--- src/rtl/key_press_emu.sv ---
// rtl/key_press_emu.sv - emulated push-button press/hold/release with bounce (option: KEY_EMU_BOUNCE_EN)
module key_press_emu #(
    parameter int          KEY_W      = 3,
    parameter int          BOUNCE_CYC = 16,
    parameter int          HOLD_CYC   = 100,
    parameter logic [15:0] SEED       = 16'hACE1
) (
    input  logic             clk,
    input  logic             rst,
    input  logic             start,
    input  logic [KEY_W-1:0] key_sel,
    output logic [KEY_W-1:0] key_out,
    output logic             busy,
    output logic             done
);

    localparam int          MAX_LEN  = (BOUNCE_CYC > HOLD_CYC) ? BOUNCE_CYC : HOLD_CYC;
    localparam int          CW       = $clog2(MAX_LEN + 1);
    localparam logic [CW-1:0] B_LAST = CW'(BOUNCE_CYC - 1);
    localparam logic [CW-1:0] H_LAST = CW'(HOLD_CYC - 1);
    localparam logic [15:0] SEED_EFF = (SEED == 16'h0000) ? 16'hACE1 : SEED;

    typedef enum logic [2:0] {
        IDLE  = 3'd0,
        P_BNC = 3'd1,
        HOLD  = 3'd2,
        R_BNC = 3'd3,
        DONE  = 3'd4
    } state_t;

    state_t           state_q, state_d;
    logic [CW-1:0]    cnt_q, cnt_d;
    logic [15:0]      lfsr_q, lfsr_d;
    logic [KEY_W-1:0] sel_q, sel_d;
    logic [KEY_W-1:0] key_d;
    logic             busy_d, done_d;
    logic             accept;
    logic             bnc_bit;

    assign accept = (state_q == IDLE) && start && (key_sel != '0);

    // State register and registered outputs
    always_ff @(posedge clk) begin
        if (rst) begin
            state_q <= IDLE;
            cnt_q   <= '0;
            lfsr_q  <= SEED_EFF;
            sel_q   <= '0;
            key_out <= '1;
            busy    <= 1'b0;
            done    <= 1'b0;
        end else begin
            state_q <= state_d;
            cnt_q   <= cnt_d;
            lfsr_q  <= lfsr_d;
            sel_q   <= sel_d;
            key_out <= key_d;
            busy    <= busy_d;
            done    <= done_d;
        end
    end

    // Next-state, phase counter, LFSR and mask latch
    always_comb begin
        state_d = state_q;
        unique case (state_q)
            IDLE:    if (accept)          state_d = P_BNC;
            P_BNC:   if (cnt_q == B_LAST) state_d = HOLD;
            HOLD:    if (cnt_q == H_LAST) state_d = R_BNC;
            R_BNC:   if (cnt_q == B_LAST) state_d = DONE;
            DONE:                         state_d = IDLE;
            default:                      state_d = IDLE;
        endcase

        if (state_d != state_q || state_q == IDLE) begin
            cnt_d = '0;
        end else begin
            cnt_d = cnt_q + CW'(1);
        end

        // Taps 16,14,13,11; the value after stepping feeds this cycle's bounce bit
        if (state_q != IDLE) begin
            lfsr_d = {lfsr_q[14:0], lfsr_q[15] ^ lfsr_q[13] ^ lfsr_q[12] ^ lfsr_q[10]};
        end else begin
            lfsr_d = lfsr_q;
        end

        sel_d = accept ? key_sel : sel_q;
    end

    // Output values for the cycle being entered
    always_comb begin
        key_d   = '1;
        busy_d  = 1'b0;
        done_d  = 1'b0;
        bnc_bit = 1'b1;
        unique case (state_d)
            IDLE: begin
                key_d = '1;
            end
            P_BNC: begin
                busy_d = 1'b1;
`ifdef KEY_EMU_BOUNCE_EN
                bnc_bit = (cnt_d == B_LAST) ? 1'b0 : lfsr_d[0];
`else
                bnc_bit = 1'b0;
`endif
                key_d = ~sel_d | {KEY_W{bnc_bit}};
            end
            HOLD: begin
                busy_d = 1'b1;
                key_d  = ~sel_d;
            end
            R_BNC: begin
                busy_d = 1'b1;
`ifdef KEY_EMU_BOUNCE_EN
                bnc_bit = (cnt_d == B_LAST) ? 1'b1 : lfsr_d[0];
`else
                bnc_bit = 1'b1;
`endif
                key_d = ~sel_d | {KEY_W{bnc_bit}};
            end
            DONE: begin
                busy_d = 1'b1;
                done_d = 1'b1;
                key_d  = '1;
            end
            default: begin
                key_d = '1;
            end
        endcase
    end

endmodule

--- config.mk ---
export PLATFORM = sky130hd
export DESIGN_NAME = key_press_emu
export DESIGN_NICKNAME = d
export VERILOG_FILES = /design/src/rtl/key_press_emu.sv
export SDC_FILE = /design/constraint.sdc
export NUM_CORES = 1
export LEC_CHECK = 0
export CORE_MARGIN = 5
export CORE_UTILIZATION = 35
export CTS_CLUSTER_SIZE = 28
export DETAILED_ROUTE_END_ITERATION = 10
export SYNTH_ARGS = -nofsm -noshare
export SYNTH_HDL_FRONTEND = slang
export SYNTH_SLANG_ARGS = --single-unit
--- constraint.sdc ---
create_clock -name clk -period 2.04 [get_ports clk]
set_input_delay 0.306 -clock clk [delete_from_list [all_inputs] [get_ports clk]]
set_output_delay 0.306 -clock clk [all_outputs]
set_load 0.005 [all_outputs]
==> impl_results.md, run 1 <==
- Final period utilization: 0.786
- Yosys reg bits: 18
- Die area: 3180 sq um
- Die height: 56.4 microns
- First-pass GRT wire length: 2540 microns
- Max VDD drop: 403 uV
- Pin count of the biggest net entering global routing: 10
- Hold worst-path end: cnt_q[0]
- Core box area: 2000 sq um
- PD cells: 665 nW/um^2
- Post-synth cell types: 34
- Routed len/inst: 12.1 microns
- CP Max Fanout: 3
- I/O Buffers: 10
- Clock Skew: 2.88 ps
- Placer Congestion: 0.764
- DRT Pass-1 Iters: 4
- Area growth, synth to finish: 20.4%
- R2R setup slack: 440 ps
- Min cycle time layout: 1600 ps
- Worst slew pin tran: 497 ps
- Root Buffer: clkbuf_4
- Leak: 0.309 nW
- Setup violations, final: 0
- Max Buffers Root-to-Sink: 2
- Post-DP HPWL: 1100 microns
- Vias in the first global route: 580
- RSZ-0062 raised after global routing: no
- Residual DRC: 0
- # clock sinks: 18
- Fmax: 624 MHz
- Crit path largest cell delay: 440 ps
- # nets final: 98
- CP Cell Sequence: ha_1, and3b_1, a221oi_1, a21bo_2
- Layout cells sized above 1: 0.112
- Post-Syn Area: 753 sq um
- H-Tree Depth: 1
- Net Count, Synth: 84
- Seq/Total Area, Yosys: 0.478
- Hold Path Cell Cnt: 1
- Rows: 16
- Antenna-violating nets left: 0
- Grt total ovfl: 0
- Syn_area_per_cell: 9.78 sq um
- Syn Inst Count: 77
- Initial DRC Count: 11
- Starting density of the core: 0.376
- Final setup TNS: 0 ps
- Post-cts sizing count: 0
- Initial antenna violation count: 0
- Reg clk slew, reported paths: 90 ps
- Via count: 613
- CTS tree: done
- DR vias/cell: 5.28
- WP buf/inv: 0
- Slowest CP cell: a221oi_1
- Number of hold buffers added after CTS: 0
- Final hold vios: 0
- R2R depth: 4
- Hold Crit Start: cnt_q[0]
- Critical path endpoint category: flop
- Max-slew violations: 0
- Rel. slew slack: 0.666
- Top-level I/O count: 11
- Max cap viols: 0
- Worst hold path type: flop to flop
- All-Layer GR Usage: 0.101
- Reg2reg start: cnt_q[0]
- Yosys Warn Count: 0
- CP startpoint kind: flop
- Worst path top cell family by delay: compound AO/OA/AOI/OAI gates
- Data required, critical path: 2230 ps
- Clock Latency Late Sink: 290 ps
- Final core occ: 0.453
- R2r endpoint: key_out[1]
- N_diodes: 0
- WS Path Type: flop to flop
- Num CTS Buffers: 3
- Arrival time worst endpoint: 1790 ps
- Final WL: 1400 microns
- Status: finished, final reports clean
- Post-CTS Setup Bufs: 0
- Chip width: 56.4 microns
==> final cells by class <==
| class | count | area, sq um |
|---|---|---|
| fillers | 205 | 1090 |
| clock buffers | 3 | 22.5 |
| multi-input cells | 55 | 375 |
| flip-flops and latches | 18 | 360 |
| repair buffers | 11 | 108 |
| inverters | 2 | 7.51 |
| well taps | 27 | 33.8 |
==> cell usage after synthesis (all sizes together) <==
cell | number | area (sq um)
xor2 | 2 | 17.5
and3b | 1 | 8.76
nor2 | 2 | 7.51
inv | 2 | 7.51
o31ai | 2 | 15.0
nand3 | 6 | 30.0
o21ba | 1 | 10.0
a22oi | 2 | 20.0
nor4 | 2 | 12.5
nand2 | 3 | 11.3
or3 | 4 | 30.0
a211o | 1 | 8.76
a21oi | 8 | 40.0
and3 | 1 | 6.26
xnor2 | 1 | 8.76
or4 | 1 | 7.51
nand4 | 1 | 6.26
a21boi | 2 | 15.0
a2111o | 1 | 11.3
a21bo | 2 | 20.0
buf | 1 | 5.00
dfxtp | 18 | 360
or2 | 1 | 6.26
nor4bb | 1 | 10.0
clkbuf | 1 | 5.00
o211ai | 1 | 12.5
nor3 | 1 | 5.00
o31a | 1 | 8.76
ha | 1 | 12.5
o21ai | 5 | 25.0
a221oi | 1 | 8.76
==> worst max-delay path by stage <==
stage	slack (ps)	start	cells after the start	endpoint
final	440	cnt_q[0]	4	key_out[1]
after global routing	280	cnt_q[0]	4	state_q[1]
after CTS	420	cnt_q[0]	4	key_out[1]
after detailed placement	210	start	4	key_out[0]
after global placement	180	start	4	key_out[1]
after floorplan	590	cnt_q[0]	4	cnt_q[6]
==> per-stage QoR <==
stage / std cells / worst slack [ps] / power (mW) / cell area [sq um] / hold slack (ps)
after floorplan: 77 / 594 / 0.415 / 753 / 375
after global placement: 113 / 177 / 0.447 / 885 / 434
after detailed placement: 113 / 208 / 0.448 / 885 / 444
after CTS: 116 / 423 / 0.615 / 907 / 458
after global routing: 116 / 284 / 0.636 / 907 / 496
final: 116 / 437 / 0.603 / 907 / 453
==> power breakdown <==
part,switching [mW],internal [mW],leakage [nW]
Combinational,0.0303,0.0354,0.148
Clock,0.0959,0.0687,0.0138
Sequential,0.00815,0.364,0.147
Total,0.134,0.469,0.309
==> cells in the final DEF, fill, tap and decap left out <==
master            n
or3_1             3
clkbuf_4          3
a21oi_1           8
and3_1            1
o21ba_2           1
or2_1             1
or3_4             1
o21ai_0           5
nor2_1            2
a21bo_2           2
a22oi_1           1
and3b_1           1
buf_4             1
clkdlybuf4s50_1  10
nor4_1            2
or4_1             1
a221oi_1          1
o31a_1            1
o211ai_2          1
xnor2_1           1
dfxtp_1          18
xor2_1            2
nand4_1           1
o31ai_1           2
nand3_1           6
a21boi_1          1
a211o_1           1
a2111o_1          1
nor4bb_1          1
a21boi_0          1
nor3_1            1
a22oi_2           1
inv_1             2
ha_1              1
nand2_1           3
==> flip-flops by register name, indices dropped and copies added (netlist names) <==
register  flops
cnt_q         7
key_out       3
sel_q         3
state_q       3
busy          1
done          1
==> layer usage <==
metal	GRT usage	vias to the layer above	routed length [microns]
met5	0	-	0
li1	-	317	-
met1	0.125	278	634
met4	0.0407	0	26
met2	0.155	14	664
met3	0.0413	4	78
==> logic make-up (layout without fill, tap and decap cells) <==
group / Yosys count / count (layout) / share of synthesized area
and+or+nand+nor: 24 / 24 / 0.188
DFF: 18 / 18 / 0.478
xor gates and xnor gates: 3 / 3 / 0.0349
buffers and inverters: 4 / 16 / 0.0232
adders and majority gates: 1 / 1 / 0.0166
AOI/OAI and AO/OA: 27 / 27 / 0.259
No activity file was read; power rests on OpenSTA's default activity.
==> inputs of run 2 (changes only) <==
Clock period 2.04 ns to 1.6 ns, I/O delays scaled along.
==> run 2 against run 1 <==
  * Design area rose by 9.8%
  * Global-route usage is 0.67 points higher
  * Clock-buffer cell count unchanged
  * Critical path type unchanged
  * Largest power group unchanged
==> impl_results.md, run 2 (synthesis gave the netlist of run 1 again) <==
- Cell area after layout: 996 sq um
- Initial antenna violation count: 0
- Final core occ: 0.498
- Status: finished, final reports clean
- WS Path Type: flop to flop
- DRT Pass-1 Iters: 4
- Worst slew pin tran: 391 ps
- RSZ-0062 raised after global routing: yes
- DR vias/cell: 5.21
- Most frequent cells in the layout: dfxtp_1 (18), buf_4 (12), clkdlybuf4s50_1 (10)
- Grt total ovfl: 0
- Number of hold buffers added after CTS: 0
- Starting density of the core: 0.376
- H-Tree Depth: 1
- Data required, critical path: 1820 ps
- Final setup TNS: 0 ps
- Core box area: 2000 sq um
- Layout cells sized above 1: 0.220
- Post-Place Setup Slack: -131 ps
- Max VDD drop: 642 uV
- Commonest non-fill, non-tap cell in the layout: dfxtp_1
- Max cap viols: 0
- Hold slack final: 499 ps
- I/O Buffers: 10
- Critical path endpoint category: flop
- Largest register FFs: 7
- Leak: 0.364 nW
- Setup violations, final: 0
- Num CTS Buffers: 3
- Die area: 3180 sq um
- Clock Skew: 3.28 ps
- CP startpoint kind: flop
- Via count: 662
- Hold Crit Start: sel_q[1]
- PD cells: 798 nW/um^2
- CP Max Fanout: 7
- Setup crit start: cnt_q[0]
- Final period utilization: 0.956
- Worst hold path type: flop to flop
- Final WL: 1580 microns
- Rel. slew slack: 0.738
- Placed insts: 124
- Fin worst setup slack: 70.1 ps
- Biggest register: cnt_q
- Rows: 16
- Tot Pwr: 0.795 mW
- Reg clk slew, reported paths: 90 ps
- N_diodes: 0
- Routed len/inst: 12.4 microns
- # clock sinks: 18
- Residual DRC: 0
- Initial DRC Count: 7
- Area after DPL: 967 sq um
- Arrival time worst endpoint: 1750 ps
- Max Buffers Root-to-Sink: 2
- First-pass GRT wire length: 2750 microns
- Reg2reg start: cnt_q[0]
- Area growth, synth to finish: 32.2%
- Final hold vios: 0
- Root Buffer: clkbuf_4
- Antenna-violating nets left: 0
- Fmax: 654 MHz
- Min cycle time layout: 1530 ps
- Placer Congestion: 0.738
- Clock Latency Late Sink: 280 ps
- Die height: 56.4 microns
- Post-DP HPWL: 1210 microns
- Pin count of the biggest net entering global routing: 10
- Max-slew violations: 0
- # nets final: 109
- Top-level I/O count: 11
- All-Layer GR Usage: 0.108
- Vias in the first global route: 628
- Final cell count without fillers: 127
- CTS tree: done
- Chip width: 56.4 microns
## run 2: area by class of cell
type | instances | area [sq um]
inverters | 2 | 7.51
fillers | 200 | 1010
clock buffers | 3 | 22.5
multi-input cells | 55 | 382
flip-flops and latches | 18 | 360
repair buffers | 22 | 190
well taps | 27 | 33.8
## run 2: worst paths after layout
kind	endpoint	slack (ps)	cells after the start
worst max-delay path	cnt_q[6]	70	4
worst min-delay path	sel_q[1]	500	2
worst max register to register	cnt_q[6]	70	4
worst min register to register	sel_q[1]	500	2
## run 2: worst max-delay path, stage by stage (launching register included)
cell and delay (ps):
dfxtp_1 320, ha_1 230, and3b_1 230, a2111o_1 500, a22oi_2 180
## run 2: power breakdown
part	leakage [nW]	internal, mW	switching [mW]
Clock	0.0138	0.0874	0.123
Sequential	0.147	0.465	0.00985
Combinational	0.204	0.0636	0.0461
## run 2: timing repair
item / CTS / global route
buffers inserted: 0 / 0
resized for setup: 0 / 1
endpoints found under the setup margin: 0 / 9
## run 2: routing by layer
metal / GRT usage / wire length, microns
met1: 0.144 / 769
met5: 0 / 0
met2: 0.159 / 737
met3: 0.0482 / 60
met4: 0.0237 / 10
